### config.mk
export PLATFORM = sky130hd
export DESIGN_NAME = imm_packer_flat
export DESIGN_NICKNAME = d
export VERILOG_FILES = /design/src/rtl/imm_packer_pkg.sv /design/src/rtl/imm_packer_if.sv /design/src/rtl/imm_scatter.sv /design/src/rtl/imm_packer.sv /design/src/flat_wrapper.sv
export SDC_FILE = /design/constraint.sdc
export NUM_CORES = 1
export LEC_CHECK = 0
export BUFFER_PORTS_ARGS = -buffer_cell sky130_fd_sc_hd__buf_4
export CELL_PAD_IN_SITES_DETAIL_PLACEMENT = 0
export CELL_PAD_IN_SITES_GLOBAL_PLACEMENT = 2
export CORE_AREA = 3 3 117 164
export CTS_CLUSTER_DIAMETER = 30
export DETAILED_ROUTE_END_ITERATION = 8
export DIE_AREA = 0 0 120 167
export PLACE_DENSITY = 0.74
export SYNTH_ARGS = -nofsm -noshare
export SYNTH_HDL_FRONTEND = slang
export SYNTH_SLANG_ARGS = --single-unit
export TNS_END_PERCENT = 100
### constraint.sdc
create_clock -name clk -period 3.4 [get_ports clk]
set_input_delay 0.51 -clock clk [delete_from_list [all_inputs] [get_ports clk]]
set_output_delay 0.51 -clock clk [all_outputs]
set_load 0.01 [all_outputs]
### src/rtl/imm_packer_pkg.sv
// Shared definitions for the immediate packer and the matching immediate extender.
// Both ends use this one format encoding so they cannot drift apart.
package imm_packer_pkg;

  localparam int XLEN = 32;

  typedef enum logic [1:0] {
    IMM_I = 2'b00,
    IMM_S = 2'b01,
    IMM_B = 2'b10,
    IMM_J = 2'b11
  } imm_src_e;

  // Request payload as held in the first pipeline stage.
  typedef struct packed {
    imm_src_e          src;
    logic [XLEN-1:0]   imm;
    logic [XLEN-1:0]   base;
  } req_t;

endpackage

### src/rtl/imm_packer_if.sv
// Request/response handshake bundle of the immediate packer.
// master = producer/consumer side, slave = the packer itself.
interface imm_packer_if;
  logic        in_valid;
  logic        in_ready;
  logic [1:0]  ImmSrc;
  logic [31:0] Imm;
  logic [31:0] Base;
  logic        out_valid;
  logic        out_ready;
  logic [31:0] Instr;
  logic        RangeErr;

  modport master (
    output in_valid, ImmSrc, Imm, Base, out_ready,
    input  in_ready, out_valid, Instr, RangeErr
  );

  modport slave (
    input  in_valid, ImmSrc, Imm, Base, out_ready,
    output in_ready, out_valid, Instr, RangeErr
  );
endinterface

### src/rtl/imm_scatter.sv
// Combinational immediate scatter: places Imm into the selected format's bit
// positions of Base and flags immediates that would not decode back unchanged.
module imm_scatter
  import imm_packer_pkg::*;
(
  input  imm_src_e          imm_src,
  input  logic [XLEN-1:0]   imm,
  input  logic [XLEN-1:0]   base,
  output logic [XLEN-1:0]   instr,
  output logic              range_err
);

  // An immediate fits when every bit above the format's sign bit copies it.
  logic fits_12;
  logic fits_13;
  logic fits_21;

  assign fits_12 = (&imm[31:11]) || !(|imm[31:11]);
  assign fits_13 = (&imm[31:12]) || !(|imm[31:12]);
  assign fits_21 = (&imm[31:20]) || !(|imm[31:20]);

  always_comb begin
    // NOTE: every output gets a default before the case, so no path leaves
    // a value unassigned and no latch is inferred.
    instr     = base;
    range_err = 1'b0;
    case (imm_src)
      IMM_I: begin
        instr[31:20] = imm[11:0];
        range_err    = !fits_12;
      end
      IMM_S: begin
        instr[31:25] = imm[11:5];
        instr[11:7]  = imm[4:0];
        range_err    = !fits_12;
      end
      IMM_B: begin
        instr[31]    = imm[12];
        instr[7]     = imm[11];
        instr[30:25] = imm[10:5];
        instr[11:8]  = imm[4:1];
        range_err    = !fits_13 || imm[0];
      end
      IMM_J: begin
        instr[31]    = imm[20];
        instr[19:12] = imm[19:12];
        instr[20]    = imm[11];
        instr[30:21] = imm[10:1];
        range_err    = !fits_21 || imm[0];
      end
    endcase
  end

endmodule

### src/rtl/imm_packer.sv
// Two-stage pipelined immediate encoder with valid/ready on both sides,
// plus output-handshake and range-error counters.
module imm_packer
  import imm_packer_pkg::*;
#(
  parameter int CNT_W = 16,
  parameter int ERR_W = 8
) (
  input  logic              clk,
  input  logic              reset,
  imm_packer_if.slave       bus,
  output logic [CNT_W-1:0]  EncCount,
  output logic [ERR_W-1:0]  ErrCount
);

  req_t              s1_req;
  logic              s1_valid;
  logic              s2_valid;
  logic [XLEN-1:0]   s2_instr;
  logic              s2_err;
  logic              s1_adv;
  logic              s2_adv;
  logic              accept;
  logic              emit;
  logic [XLEN-1:0]   pack_instr;
  logic              pack_err;

  // Each stage may load when it is empty or its content moves on this cycle;
  // out_ready therefore reaches in_ready combinationally.
  assign s2_adv = !s2_valid || bus.out_ready;
  assign s1_adv = !s1_valid || s2_adv;
  assign accept = bus.in_valid && s1_adv;
  assign emit   = s2_valid && bus.out_ready;

  assign bus.in_ready  = s1_adv;
  assign bus.out_valid = s2_valid;
  assign bus.Instr     = s2_instr;
  assign bus.RangeErr  = s2_err;

  imm_scatter u_scatter (
    .imm_src   (s1_req.src),
    .imm       (s1_req.imm),
    .base      (s1_req.base),
    .instr     (pack_instr),
    .range_err (pack_err)
  );

  // NOTE: the S1 payload has no reset; s1_valid alone decides whether it is
  // meaningful, so clearing the data would only add reset fan-out.
  always_ff @(posedge clk) begin
    if (accept) begin
      s1_req <= '{src: imm_src_e'(bus.ImmSrc), imm: bus.Imm, base: bus.Base};
    end
  end

  // NOTE: state registers use non-blocking assignments so every stage samples
  // the previous cycle's values regardless of statement order.
  always_ff @(posedge clk) begin
    if (reset) begin
      s1_valid <= 1'b0;
      s2_valid <= 1'b0;
      s2_instr <= '0;
      s2_err   <= 1'b0;
    end else begin
      if (s1_adv) begin
        s1_valid <= bus.in_valid;
      end
      if (s2_adv) begin
        s2_valid <= s1_valid;
        if (s1_valid) begin
          s2_instr <= pack_instr;
          s2_err   <= pack_err;
        end
      end
    end
  end

  // EncCount wraps; ErrCount sticks at all-ones.
  always_ff @(posedge clk) begin
    if (reset) begin
      EncCount <= '0;
      ErrCount <= '0;
    end else if (emit) begin
      EncCount <= EncCount + 1'b1;
      if (s2_err && (ErrCount != '1)) begin
        ErrCount <= ErrCount + 1'b1;
      end
    end
  end

endmodule

### src/flat_wrapper.sv
// flat-port wrapper written by rule: the top's interface ports become plain ports
module imm_packer_flat import imm_packer_pkg::*;
#(
  parameter int CNT_W = 16,
  parameter int ERR_W = 8
)
  (clk, reset, EncCount, ErrCount, bus_in_valid, bus_ImmSrc, bus_Imm, bus_Base, bus_out_ready, bus_in_ready, bus_out_valid, bus_Instr, bus_RangeErr);
  imm_packer_if bus_i ();
  input  logic clk;
  input  logic reset;
  output logic [CNT_W-1:0] EncCount;
  output logic [ERR_W-1:0] ErrCount;
  input wire logic [$bits(bus_i.in_valid)-1:0] bus_in_valid;
  input wire logic [$bits(bus_i.ImmSrc)-1:0] bus_ImmSrc;
  input wire logic [$bits(bus_i.Imm)-1:0] bus_Imm;
  input wire logic [$bits(bus_i.Base)-1:0] bus_Base;
  input wire logic [$bits(bus_i.out_ready)-1:0] bus_out_ready;
  output wire logic [$bits(bus_i.in_ready)-1:0] bus_in_ready;
  output wire logic [$bits(bus_i.out_valid)-1:0] bus_out_valid;
  output wire logic [$bits(bus_i.Instr)-1:0] bus_Instr;
  output wire logic [$bits(bus_i.RangeErr)-1:0] bus_RangeErr;
  assign bus_i.in_valid = bus_in_valid;
  assign bus_i.ImmSrc = bus_ImmSrc;
  assign bus_i.Imm = bus_Imm;
  assign bus_i.Base = bus_Base;
  assign bus_i.out_ready = bus_out_ready;
  assign bus_in_ready = bus_i.in_ready;
  assign bus_out_valid = bus_i.out_valid;
  assign bus_Instr = bus_i.Instr;
  assign bus_RangeErr = bus_i.RangeErr;
  imm_packer #(.CNT_W(CNT_W), .ERR_W(ERR_W)) u_core (.clk(clk), .reset(reset), .bus(bus_i), .EncCount(EncCount), .ErrCount(ErrCount));
endmodule
* Yosys cells after proc, flatten, opt, wreduce, memory -nomap -nowiden
Index checks and enable logic that the tools add are counted. W data, S select, Z words.
Storage, ports and cells: register bits after elaboration 118, output and inout bits 59, word-level logic and storage cells 48
Operators by class: $add $sub $neg 2, eq/ne operators 4, mux-type cells 5, reduce and logical (&&, ||, !) cells 28
Operators by type and width (count):
- $pmux W7 S3 | 1
- $reduce_and A21 Y1 | 1
- $reduce_or A21 Y1 | 1
- $pmux W5 S2 | 2
- $reduce_and A20 Y1 | 1
- $reduce_or A20 Y1 | 1
- $add A16 B1 Y16 const B | 1
- $reduce_and A12 Y1 | 1
- $reduce_or A12 Y1 | 1
- $add A8 B1 Y8 const B | 1
- $logic_not A1 Y1 | 8
- $mux W8 | 1
- $ne A8 B8 Y1 const B | 1
- $logic_or A1 B1 Y1 | 7
- $eq A2 B2 Y1 const B | 2
- $reduce_and A2 Y1 | 2
- $logic_and A1 B1 Y1 | 3
- $pmux W1 S3 | 1
- $eq A2 B1 Y1 const B | 1
- $logic_not A2 Y1 | 1
- $reduce_or A2 Y1 | 1

* Longest topological paths before layout
word-level depth 6, mapped depth 7

* Cells and area by module
From an unflattened synthesis, not the netlist that was laid out.
Unflattened totals: cell total of the unflattened synthesis 437, area, all modules 4882.2 um^2
Modules (own cells, without submodules):
- imm_packer | instances 1, cells an instance 350, area each 4306.6 um^2
- imm_scatter | instances 1, cells an instance 87, area each 575.6 um^2

* Worst setup path after synthesis
OpenSTA, ideal clock, no wires.
path type flip-flop to flip-flop, from reg u_core.s2_valid, in the netlist u_core.bus.out_valid, to reg u_core.s1_req[0] (netlist bit), enable pin, library setup time 0.423 ns, arrival 2.114 ns, slack 0.863 ns, cell stages (with the launch flop) 4, path buffers 0, clock period less this slack 2.537 ns, path through dfxtp_1 > nor2b_2 > nand2_1 > and2_1
Between the ends: word-level cells in the longest chain between the ends 4
RTL lines:
- from (decl) | RTL line imm_packer.sv:18 | logic s2_valid;
- from (signal assigned) | RTL line imm_packer.sv:69 | s2_valid <= s1_valid;
- $logic_not A1 Y1 | RTL line imm_packer.sv:30 | assign s2_adv = !s2_valid || bus.out_ready;
- $logic_or A1 B1 Y1 | RTL line imm_packer.sv:30
- $logic_or A1 B1 Y1 | RTL line imm_packer.sv:31 | assign s1_adv = !s1_valid || s2_adv;
- net bus_in_ready | RTL line flat_wrapper.sv:18 | output wire logic [$bits(bus_i.in_ready)-1:0] bus_in_ready;
- $logic_and A1 B1 Y1 | RTL line imm_packer.sv:32 | assign accept = bus.in_valid && s1_adv;
- net u_core.accept | RTL line imm_packer.sv:23 | logic accept;
- to (signal assigned) | RTL line imm_packer.sv:52 | s1_req <= '{src: imm_src_e'(bus.ImmSrc), imm: bus.Imm, base: bus.Base};
- to (decl) | RTL line imm_packer.sv:16 | req_t s1_req;
The timed path passes the listed nets, and every way through them passes these cells. A chain may end at the register's enable or synchronous reset.

* Worst setup path after layout
from reg u_core.s1_req[64] (netlist bit), to reg u_core.s2_err, in the netlist u_core.bus.RangeErr
Between the ends: word-level cells in the longest chain between the ends 3
RTL lines:
- $eq A2 B1 Y1 / $logic_not A2 Y1 (equally long branches) | RTL line imm_scatter.sv:27 | case (imm_src)
- $reduce_or A2 Y1 (no source line)
- $pmux W1 S3 * | RTL line imm_scatter.sv:27
- to (signal assigned) | RTL line imm_packer.sv:72 | s2_err <= pack_err;
- to (decl) | RTL line imm_packer.sv:20 | logic s2_err;
Mark *: on every way between the ends. The rest lies on a longest branch, timed or not.

==> impl_metrics.toml <==
[run_status]
outcome = "finished clean"

[clocking]
clock-sinks = 118
h-tree-depth = 4
ctsResizeCount = 0
cts_inserted_buffers = 17
post_cts_buffers = 0
cts_tree = "yes"
cts.reportedPaths.clkPinSlew_ns = 0.06
clk_latency_ns = 0.42
root_buffer = "clkbuf_16"
cts_hold_buf = 0
clk_path_buf_depth = 2

[timing]
rsz0062_at_grt = "no"
setup_viol = 0
hold_slack_ns = 0.264
drv_slew = 0
period_needed_ns = 2.09
tns_ns = 0
max_freq_ghz = 0.478
finalCritPeriodShare_pct = 61.5
hold_viol_final = 0
tightestPinTransition_ns = 0.808
skew_ns = 0.0185
slew_headroom_pct = 46.1

[critical_path]
critPathMaxFanout = 17
r2r_end = "u_core.bus.RangeErr"
required_ns = 3.70
critPathLaunchType = "register"
cp.arrival_ns = 2.39
critical_path_class = "register to register"
reg2regPathDepth = 6
endpoint_kind = "register"
r2r_start = "u_core.s1_req[64]"
rrSetupSlack_ns = 1.31

[global_route]
grt_start_max_net_pins = 59
grt_pass1_wl_mm = 17.2
grt_pass1_vias = 3344
antenna_found_initial = 0
grtUsageTotal_pct = 11.0
grt-ovfl-total = 0

[min_path]
hp-class = "input pin to register"
hold_path_end = "u_core.s1_req[19]"
min_delay_path_depth = 1
hp-start = "bus_Base[19]"

[floorplan]
coreArea_mm2 = 0.0179
start_util_pct = 24.8
rows = 58
chipHeight_um = 167
io_pins = 129
dieArea_mm2 = 0.0200
die_width_um = 120

[synthesis]
synth_top_area_cell = "edfxtp_1"
syn_area_mm2 = 0.00445
yosys.area.top_type_share_pct = 39.8
synthCells = 383
ys.flop_type = "edfxtp_1"
yosysWarnings = 0
synthTopCellsByCount = "dfxtp_1 (59), edfxtp_1 (59), nor2_1 (51)"
synthDistinctLibCells = 38
async_flop_share_pct = 0
ys_seq_elements = 118
synthTopCellsByArea = "edfxtp_1 (40%), dfxtp_1 (27%), nor2_1 (4.3%), nand2_1 (3.4%), xnor2_1 (2.2%)"
syn_nets = 459
yosysSeqAreaShare_pct = 66.3
synth-edff-count = 59
syn-mean-instance-area_um2 = 11.6

[place]
globalplace.congestion = 0.762
port_buffers = 121
hpwl_mm = 7.57

[route]
drt-initial-drc-count = 107
first_pass_iters = 5
wirelength_mm = 10.5
vias = 3287
vias_per_cell = 4.31
wl_per_cell_um = 13.8
ant_nets = 0
drc = 0

[layout]
insertedDiodeCount = 0
fillers = 1818
area_growth_pct = 39.8
final_nets = 585
drive_gt1_share_pct = 31.2

[power]
p_leak_nw = 2.42
powerDensity_mw_per_mm2 = 586
vdd_drop_max_uv = 395

[flow_run]
cap_violations = 0
metrics by stage:
step	power [mW]	instances	instance area (um^2)	utilization [%]	worst slack (ns)
floorplan	1.74	383	4450	-	0.863
global placement	1.87	730	5620	31.4	1.17
detailed placement	1.88	730	5620	31.4	1.13
CTS	3.72	762	6230	34.7	1.24
global route	3.83	762	6230	34.7	1.12
finish	3.65	762	6230	34.7	1.31
logic make-up (layout without fill, tap and decap cells):
logic type                 Yosys count  in the layout  synth area share [%]
AOI/OAI and AO/OA                   53             53                  7.64
xor gates and xnor gates            20             20                  3.93
adders and majority gates            6              6                  1.69
buffers and inverters               22            161                  2.02
DFF                                118            118                  66.3
muxes                                9              9                  2.02
and+or+nand+nor                    155            155                  16.4
final cells by class:
| cell class | instances | area, um^2 | share of cell area [%] |
|---|---|---|---|
| flip-flops and latches | 118 | 2950 | 47.4 |
| inverters | 5 | 18.8 | 0.301 |
| repair buffers | 124 | 931 | 15.0 |
| well taps | 240 | 300 | 4.82 |
| clock inverters | 14 | 164 | 2.63 |
| multi-input cells | 243 | 1420 | 22.8 |
| clock buffers | 18 | 439 | 7.05 |
where the power goes:
part / switching, mW / leakage [nW] / total, mW / internal, mW
sequential: 0.0356 / 1.06 / 1.60 / 1.57
combinational: 0.120 / 1.07 / 0.237 / 0.116
clock: 0.689 / 0.294 / 1.81 / 1.12
total: 0.845 / 2.42 / 3.65 / 2.81
layer usage:
metal,wire [um],global-route usage (%),part of all wire (%),vias to the layer above
met5,0,0,0,-
met4,182,4.39,1.7,0
met3,775,4.86,7.4,15
met2,5430,19.0,52,94
met1,4110,11.8,39,1541
li1,-,-,-,1637
worst max-delay path, stage by stage, from the launching register on:
cell and delay (ns):
edfxtp_1 0.43, ha_1 0.51, or3b_1 0.50, nor3_1 0.15, a32oi_1 0.11, a41oi_2 0.21, o21ai_1 0.08
state kept, by name (all words and copies together) (netlist names):
name / cells
u_core.s1_req: 59
u_core.bus.Instr: 32
u_core.bus.out_valid: 1
u_core.ErrCount: 8
u_core.bus.RangeErr: 1
u_core.s1_valid: 1
u_core.EncCount: 16
layout by cell type (no fill, tap or decap), types with 2 or more instances in the layout:
cell type and n:
edfxtp_1 59, xor2_1 9, buf_4 124, clkbuf_16 17
clkinv_4 2, inv_6 6, xnor2_1 11, mux2i_1 9
a311oi_1 4, nand2_1 40, o21ai_1 2, nand4_1 10
inv_1 5, inv_8 2, or3_1 2, dfxtp_1 59
nor4_1 3, nor2b_1 4, nor2_1 51, and3_1 6
a21oi_1 19, bufinv_16 2, nand3_1 14, a211oi_1 12
nor3_1 16, o21ai_0 8, ha_1 6, a22oi_1 3
worst max-delay path by stage:
stage                               from  cells past startpoint                   to  slack (ns)
finish                 u_core.s1_req[64]                      6  u_core.bus.RangeErr        1.31
global route        u_core.bus.out_valid                      4    u_core.s1_req[43]        1.12
CTS                 u_core.bus.out_valid                      4    u_core.s1_req[59]        1.24
detailed placement         bus_out_ready                      5    u_core.s1_req[15]        1.13
global placement           bus_out_ready                      5    u_core.s1_req[15]        1.17
floorplan           u_core.bus.out_valid                      3     u_core.s1_req[0]        0.86
Note: power is estimated with default switching activity, not from simulation.
